<file path="config.mk">
export PLATFORM = sky130hd
export DESIGN_NAME = seq_shifter_flat
export DESIGN_NICKNAME = d
export VERILOG_FILES = /design/src/rtl/seq_shifter_if.sv /design/src/rtl/seq_shifter.sv /design/src/flat_wrapper.sv
export SDC_FILE = /design/constraint.sdc
export NUM_CORES = 1
export LEC_CHECK = 0
export ABC_AREA = 1
export CAP_MARGIN = 20
export CORE_MARGIN = 2
export CORE_UTILIZATION = 35
export DETAILED_ROUTE_END_ITERATION = 8
export GPL_TIMING_DRIVEN = 0
export PLACE_DENSITY = 0.63
export SYNTH_ARGS = -nofsm -noshare
export SYNTH_HDL_FRONTEND = slang
export SYNTH_SLANG_ARGS = --single-unit
</file>
<file path="constraint.sdc">
create_clock -name clk -period 1.4 [get_ports clk]
set_clock_uncertainty 0.15 [all_clocks]
set_input_delay 0.35 -clock clk [delete_from_list [all_inputs] [get_ports clk]]
set_output_delay 0.35 -clock clk [all_outputs]
set_load 0.03 [all_outputs]
</file>
<file path="src/rtl/seq_shifter_if.sv">
// Handshake/data bundle between the ALU control FSM (master) and the
// multi-cycle shift/rotate unit (slave).
interface seq_shifter_if #(
   parameter int WIDTH = 16,
   parameter int AMT_W = 4
);
   logic             start;
   logic [WIDTH-1:0] in;
   logic [AMT_W-1:0] amt;
   logic [1:0]       mode;
   logic             busy;
   logic             done;
   logic [WIDTH-1:0] out;
   logic             carry;

   modport master (output start, in, amt, mode, input busy, done, out, carry);
   modport slave  (input start, in, amt, mode, output busy, done, out, carry);
endinterface

</file>
<file path="src/rtl/seq_shifter.sv">
// Multi-cycle SLL/SRL/SRA/ROL unit: shifts up to STEP positions per clock,
// start/busy/done handshake, result held in the work register.
module seq_shifter #(
   parameter int WIDTH = 16,
   parameter int AMT_W = 4,
   parameter int STEP  = 1
) (
   input logic          clk,
   input logic          reset,
   seq_shifter_if.slave bus
);
   // Per-cycle step clamped to the largest legal amount so it fits AMT_W bits.
   localparam int               MAX_AMT  = (1 << AMT_W) - 1;
   localparam int               STEP_CAP = (STEP < MAX_AMT) ? STEP : MAX_AMT;
   localparam logic [AMT_W-1:0] STEP_V   = STEP_CAP[AMT_W-1:0];

   typedef enum logic [1:0] {IDLE, SHIFT, DONE} state_t;

   state_t           state, state_nxt;
   logic [WIDTH-1:0] work, work_nxt;
   logic [AMT_W-1:0] rem, rem_nxt, k;
   logic [1:0]       mode_q, mode_nxt;
   logic             carry_q, carry_nxt;

   always_ff @(posedge clk) begin
      if (reset) begin
         state   <= IDLE;
         work    <= '0;
         rem     <= '0;
         mode_q  <= '0;
         carry_q <= 1'b0;
      end else begin
         state   <= state_nxt;
         work    <= work_nxt;
         rem     <= rem_nxt;
         mode_q  <= mode_nxt;
         carry_q <= carry_nxt;
      end
   end

   always_comb begin
      state_nxt = state;
      work_nxt  = work;
      rem_nxt   = rem;
      mode_nxt  = mode_q;
      carry_nxt = carry_q;
      k         = (rem > STEP_V) ? STEP_V : rem;
      case (state)
         IDLE: begin
            if (bus.start) begin
               work_nxt  = bus.in;
               rem_nxt   = bus.amt;
               mode_nxt  = bus.mode;
               carry_nxt = 1'b0;
               state_nxt = (bus.amt != '0) ? SHIFT : DONE;
            end
         end
         SHIFT: begin
            // Unrolled single-bit steps; only the first k take effect, so the
            // final partial step still leaves carry as the last bit out.
            for (int s = 0; s < STEP; s++) begin
               if (s < int'(k)) begin
                  case (mode_q)
                     2'b00: begin
                        carry_nxt = work_nxt[WIDTH-1];
                        work_nxt  = {work_nxt[WIDTH-2:0], 1'b0};
                     end
                     2'b01: begin
                        carry_nxt = work_nxt[0];
                        work_nxt  = {1'b0, work_nxt[WIDTH-1:1]};
                     end
                     2'b10: begin
                        carry_nxt = work_nxt[0];
                        work_nxt  = {work_nxt[WIDTH-1], work_nxt[WIDTH-1:1]};
                     end
                     default: begin
                        carry_nxt = work_nxt[WIDTH-1];
                        work_nxt  = {work_nxt[WIDTH-2:0], work_nxt[WIDTH-1]};
                     end
                  endcase
               end
            end
            rem_nxt = rem - k;
            if (rem_nxt == '0) state_nxt = DONE;
         end
         DONE:    state_nxt = IDLE;
         default: state_nxt = IDLE;
      endcase
   end

   assign bus.busy  = (state == SHIFT);
   assign bus.done  = (state == DONE);
   assign bus.out   = work;
   assign bus.carry = carry_q;
endmodule

</file>
<file path="src/flat_wrapper.sv">
// flat-port wrapper written by rule: the top's interface ports become plain ports
module seq_shifter_flat 
#(
   parameter int WIDTH = 16,
   parameter int AMT_W = 4,
   parameter int STEP  = 1
)
  (clk, reset, bus_start, bus_in, bus_amt, bus_mode, bus_busy, bus_done, bus_out, bus_carry);
  seq_shifter_if #(.WIDTH(WIDTH), .AMT_W(AMT_W)) bus_i ();
  input logic clk;
  input logic reset;
  input wire logic [$bits(bus_i.start)-1:0] bus_start;
  input wire logic [$bits(bus_i.in)-1:0] bus_in;
  input wire logic [$bits(bus_i.amt)-1:0] bus_amt;
  input wire logic [$bits(bus_i.mode)-1:0] bus_mode;
  output wire logic [$bits(bus_i.busy)-1:0] bus_busy;
  output wire logic [$bits(bus_i.done)-1:0] bus_done;
  output wire logic [$bits(bus_i.out)-1:0] bus_out;
  output wire logic [$bits(bus_i.carry)-1:0] bus_carry;
  assign bus_i.start = bus_start;
  assign bus_i.in = bus_in;
  assign bus_i.amt = bus_amt;
  assign bus_i.mode = bus_mode;
  assign bus_busy = bus_i.busy;
  assign bus_done = bus_i.done;
  assign bus_out = bus_i.out;
  assign bus_carry = bus_i.carry;
  seq_shifter #(.WIDTH(WIDTH), .AMT_W(AMT_W), .STEP(STEP)) u_core (.clk(clk), .reset(reset), .bus(bus_i));
endmodule
</file>
Word level (Yosys, flattened, before mapping) --
Cells that the tools add are included.
Storage, ports and cells: flip-flop bits (word level) 25, input port bits 25
Cells by class: add/subtract/negate cells 1, order comparisons 2, equal/unequal tests 8, mux-type cells 15, reduce and logical (&&, ||, !) cells 11
Operators with widths (number):
- $pmux W16 S3 | 1
- $mux W16 | 2
- $pmux W16 S2 | 1
- $mux W4 | 2
- $pmux W4 S2 | 1
- $mux W2 | 3
- $reduce_and A2 Y1 | 3
- $eq A2 B1 Y1 const B | 2
- $eq A2 B2 Y1 const B | 2
- $gt A4 B1 Y1 const B | 1
- $logic_not A2 Y1 | 2
- $logic_not A4 Y1 | 1
- $lt A1 B4 Y1 const A | 1
- $ne A2 B1 Y1 const B | 2
- $ne A2 B2 Y1 const B | 2
- $pmux W2 S2 | 1
- $reduce_and A4 Y1 | 1
- $reduce_bool A4 Y1 | 1
- $sub A4 B4 Y4 | 1
- $mux W1 | 3
- $reduce_and A3 Y1 | 1
- $pmux W1 S2 | 1
- $reduce_bool A2 Y1 | 1
- $reduce_or A2 Y1 | 1

Longest topological paths before layout --
Gate-level depths: netlist of the first run.
word-level depth 6, mapped depth 11, depth with buffers taken out 10

Least setup slack after synthesis of the first run --
OpenSTA, ideal clock, no wires.
kind register to register, start point reg u_core.mode_q[0], end point reg u_core.work[14], in the netlist u_core.bus.out[14], library setup time 0.117 ns, arrival time 1.229 ns, data required time 1.133 ns, path slack -0.096 ns, stages on the path, launching flop included 12, path buffers 1, clock period less this slack 1.496 ns, cell sequence dfxtp_1 > inv_1 > ha_1 > inv_1 > nand2_1 > buf_2 > nand3_1 > nand2_1 > nand2_1 > nand2_1 > nor2_1 > nor2_1
Between the ends: longest elaborated chain between the ends 4, elaborated cells between the ends (all ways) 6
Ends and longest elaborated chain:
- start, declared | line seq_shifter.sv:22 | logic [1:0] mode_q, mode_nxt;
- start signal, assigned | line seq_shifter.sv:36 | mode_q <= mode_nxt;
- $eq A2 B2 Y1 (tied with other cells) | line seq_shifter.sv:63 | case (mode_q)
- $pmux W16 S3 * | line seq_shifter.sv:63
- $mux W16 * | line seq_shifter.sv:62 | if (s < int'(k)) begin
- $pmux W16 S2 * | line seq_shifter.sv:48 | case (state)
- end signal, assigned | line seq_shifter.sv:34 | work <= work_nxt;
- end, declared | line seq_shifter.sv:20 | logic [WIDTH-1:0] work, work_nxt;
Every way passes the cells marked *; elsewhere a longest branch is shown, timed or not. The select of a mux whose other input is x is not followed. A chain may end at the register's enable or synchronous reset.

Worst setup path after layout of the first run --
start point reg u_core.state[1], end point out bus_busy
Between the ends: longest elaborated chain between the ends 1
Ends and longest elaborated chain:
- start, declared | line seq_shifter.sv:19 | state_t state, state_nxt;
- start signal, assigned | line seq_shifter.sv:33 | state <= state_nxt;
- $eq A2 B1 Y1 | line seq_shifter.sv:91 | assign bus.busy = (state == SHIFT);
- end, declared | line flat_wrapper.sv:16 | output wire logic [$bits(bus_i.busy)-1:0] bus_busy;
Every way passes these cells.

==> results.md, run 1 <==
- Status: finished with violations
- Failing checks: setup timing
- Placed Area: 2110 sq um
- Setup Viol. Count Final: 19
- Nets: 362
- Crit Reg-Reg Endpoint: u_core.bus.out[6]$_SDFFE_PP0P_
- Overflow after GRT: 0
- Synth area leader: dfxtp_1
- Initial antenna violation count: 0
- Starting Density: 0.364
- CP arrival: 1050 ps
- Slew HR: 0.835
- Final wirelength: 4780 um
- WHS Path Cells: 2
- Element type at the critical path end: output port
- Final Wtd Congestion: 0.757
- Hold Violations, Final: 0
- Post-Route Utilization: 0.591
- H-tree Lvls: 1
- Post-Synthesis Cells: 262
- Fillers: 407
- First-pass GRT wire length: 7780 um
- R2R Setup Slk: -100 ps
- Core ar.: 4350 sq um
- Library cells used by synthesis: 22
- Setup Crit Path Kind: reg2out
- Synth warnings: 0
- Routed vias/inst: 4.81
- Area Growth Syn to Fin: 62.5%
- Detailed Route Iter0 Violations: 80
- Max-cap check violation count: 0
- Share of the synthesized area in the top cell type: 0.316
- Die area: 5080 sq um
- Area of the multi-input gates: 1140 sq um
- Worst Tran Pin Value: 247 ps
- Die Ht: 71.2 um
- PortBufs: 43
- Syn_nets: 293
- Vias: 1837
- Worst skew pair latency: 280 ps
- Pwr/cell area: 1190 nW/um^2
- Critical-path maximum fanout: 3
- Ports: 44
- Layout cells sized above 1: 0.403
- Vias in the first global route: 1700
- Hold path startpoint: reset
- GRT Total Usage: 0.191
- Worst setup margin: -152 ps
- DP Wirelength: 3060 um
- Most common cell after layout, fill and taps aside: nand2_1
- Worst-path clk slew: 90 ps
- CTS buffer count: 3
- Final min period: 1550 ps
- Worst EP required: 900 ps
- Worst r2r src: u_core.mode_q[0]$_SDFFE_PP0P_
- Crit path launch type: register
- Fin crit share: 1.11
- Area occupied by registers: 538 sq um
- CTS Buffer Depth: 2
- Syn Area/Cell: 6.04 sq um
- Drt first pass iters: 4
- # clock sinks: 25
- # diodes: 0
- Routed len/inst: 12.5 um
- Mapped cell area: 1580 sq um
- Most frequent cells in the layout: 87 x nand2_1, 29 x nor2_1, 22 x buf_4, 22 x clkdlybuf4s50_1, 15 x dfxtp_2
- Worst vdd ir: 521 uV
- Worst Hold Class: in2reg
- RSZ-0062 raised after global routing: yes
- Flops & latches, synth: 25
- Worst Reg2Reg Path Length in Cells: 11
- DRC: 0
- Slew Limit Fails: 0
- Top cells by area, synth: dfxtp_1 32%, nand2_1 23%, nor2_1 9.5%
- CTS tree: done
- Number of cell rows: 24
- Register area share after synthesis: 0.316
- Largest net degree at the start of global routing: 15
- Die width: 71.2 um
- Leak: 1.21 nW
- Design area: 2570 sq um
- Root Buffer: clkbuf_8
- Fmax: 644 MHz
- WHS Endpoint: u_core.state[0]$_SDFFE_PP0P_
- Antenna-violating nets left: 0
## registers in the layout, indices dropped and copies added, names as in the netlist
signal and cells:
u_core.bus.out 16, u_core.rem 4, u_core.mode_q 2, u_core.state 2, u_core.bus.carry 1
## power by group
| part | leakage [nW] | internal [mW] | switching [mW] |
|---|---|---|---|
| combinational | 0.970 | 0.703 | 0.891 |
| clock | 0.0255 | 0.200 | 0.257 |
| sequential | 0.215 | 0.852 | 0.165 |
| total | 1.21 | 1.76 | 1.31 |
## area by class of cell
cell class,instances,share of cell area
repair buffers,64,0.223
clock inverters,1,0.00195
clock buffers,3,0.0161
well taps,52,0.0253
flip-flops and latches,25,0.209
multi-input cells,205,0.443
plain buffers,10,0.0389
inverters,22,0.0428
## worst max-delay path by stage
| stage | depth (start not counted) | to | start |
|---|---|---|---|
| after floorplan | 11 | u_core.bus.out[13]$_SDFFE_PP0P_ | u_core.mode_q[0]$_SDFFE_PP0P_ |
| after global placement | 4 | bus_busy | u_core.state[0]$_SDFFE_PP0P_ |
| after global routing | 10 | u_core.state[0]$_SDFFE_PP0P_ | u_core.rem[1]$_SDFFE_PP0P_ |
| after detailed placement | 4 | bus_busy | u_core.state[0]$_SDFFE_PP0P_ |
| final | 5 | bus_busy | u_core.state[1]$_SDFFE_PP0P_ |
| after CTS | 5 | bus_busy | u_core.state[1]$_SDFFE_PP0P_ |
## cell usage after synthesis, drive strengths merged
library cell / count
clkinv: 1
nand2: 103
o21ai: 22
nor2: 42
or2: 1
nand3: 20
dfxtp: 25
a31oi: 3
clkbuf: 2
ha: 6
inv: 21
buf: 8
a21oi: 8
## metal layers
| layer | vias to the layer above | part of all wire | GRT usage |
|---|---|---|---|
| li1 | 960 | - | - |
| met1 | 818 | 0.46 | 0.265 |
| met2 | 54 | 0.47 | 0.314 |
| met3 | 5 | 0.051 | 0.0239 |
| met4 | 0 | 0.011 | 0.0503 |
| met5 | - | 0 | 0 |
## worst max-delay path, cell delays in order, from the launching register on
cell	delay (ps)
dfxtp_2	360
inv_4	50
nand2_4	70
clkinv_4	60
buf_8	120
buf_6	130
## stage by stage
stage | worst slack [ps] | setup TNS (ps) | hold WS (ps) | cells | power (mW)
floorplan | 3.27 | 0 | 269 | 262 | 1.81
global placement | -642 | -14120 | 335 | 357 | 2.23
detailed placement | -639 | -14280 | 337 | 357 | 2.24
CTS | -139 | -1060 | 362 | 378 | 2.93
global route | -206 | -3180 | 262 | 382 | 3.24
finish | -152 | -1460 | 232 | 382 | 3.07
## cell families after synthesis
group                    after synthesis  synth area share
flip-flops                            25             0.316
buffers and inverters                 32            0.0964
AND/OR/NAND/NOR                      166             0.433
adder cells (fa/ha/maj)                6            0.0474
AO/OA/AOI/OAI                         33             0.107
## repair_timing
action,4_1_cts,5_1_grt
hold buffers,0,0
resized for setup,172,51
buffers inserted,13,4
endpoints found under the setup margin,41,36
pin swaps,10,33
cloned,4,0
Power figures use the tool's default switching activity.
==> run 2, diff against run 1 <==
HOLD_SLACK_MARGIN = 0.08   (was default)
==> results of run 2 <==
The final DEF is identical to that of run 1; final timing and power are the same.
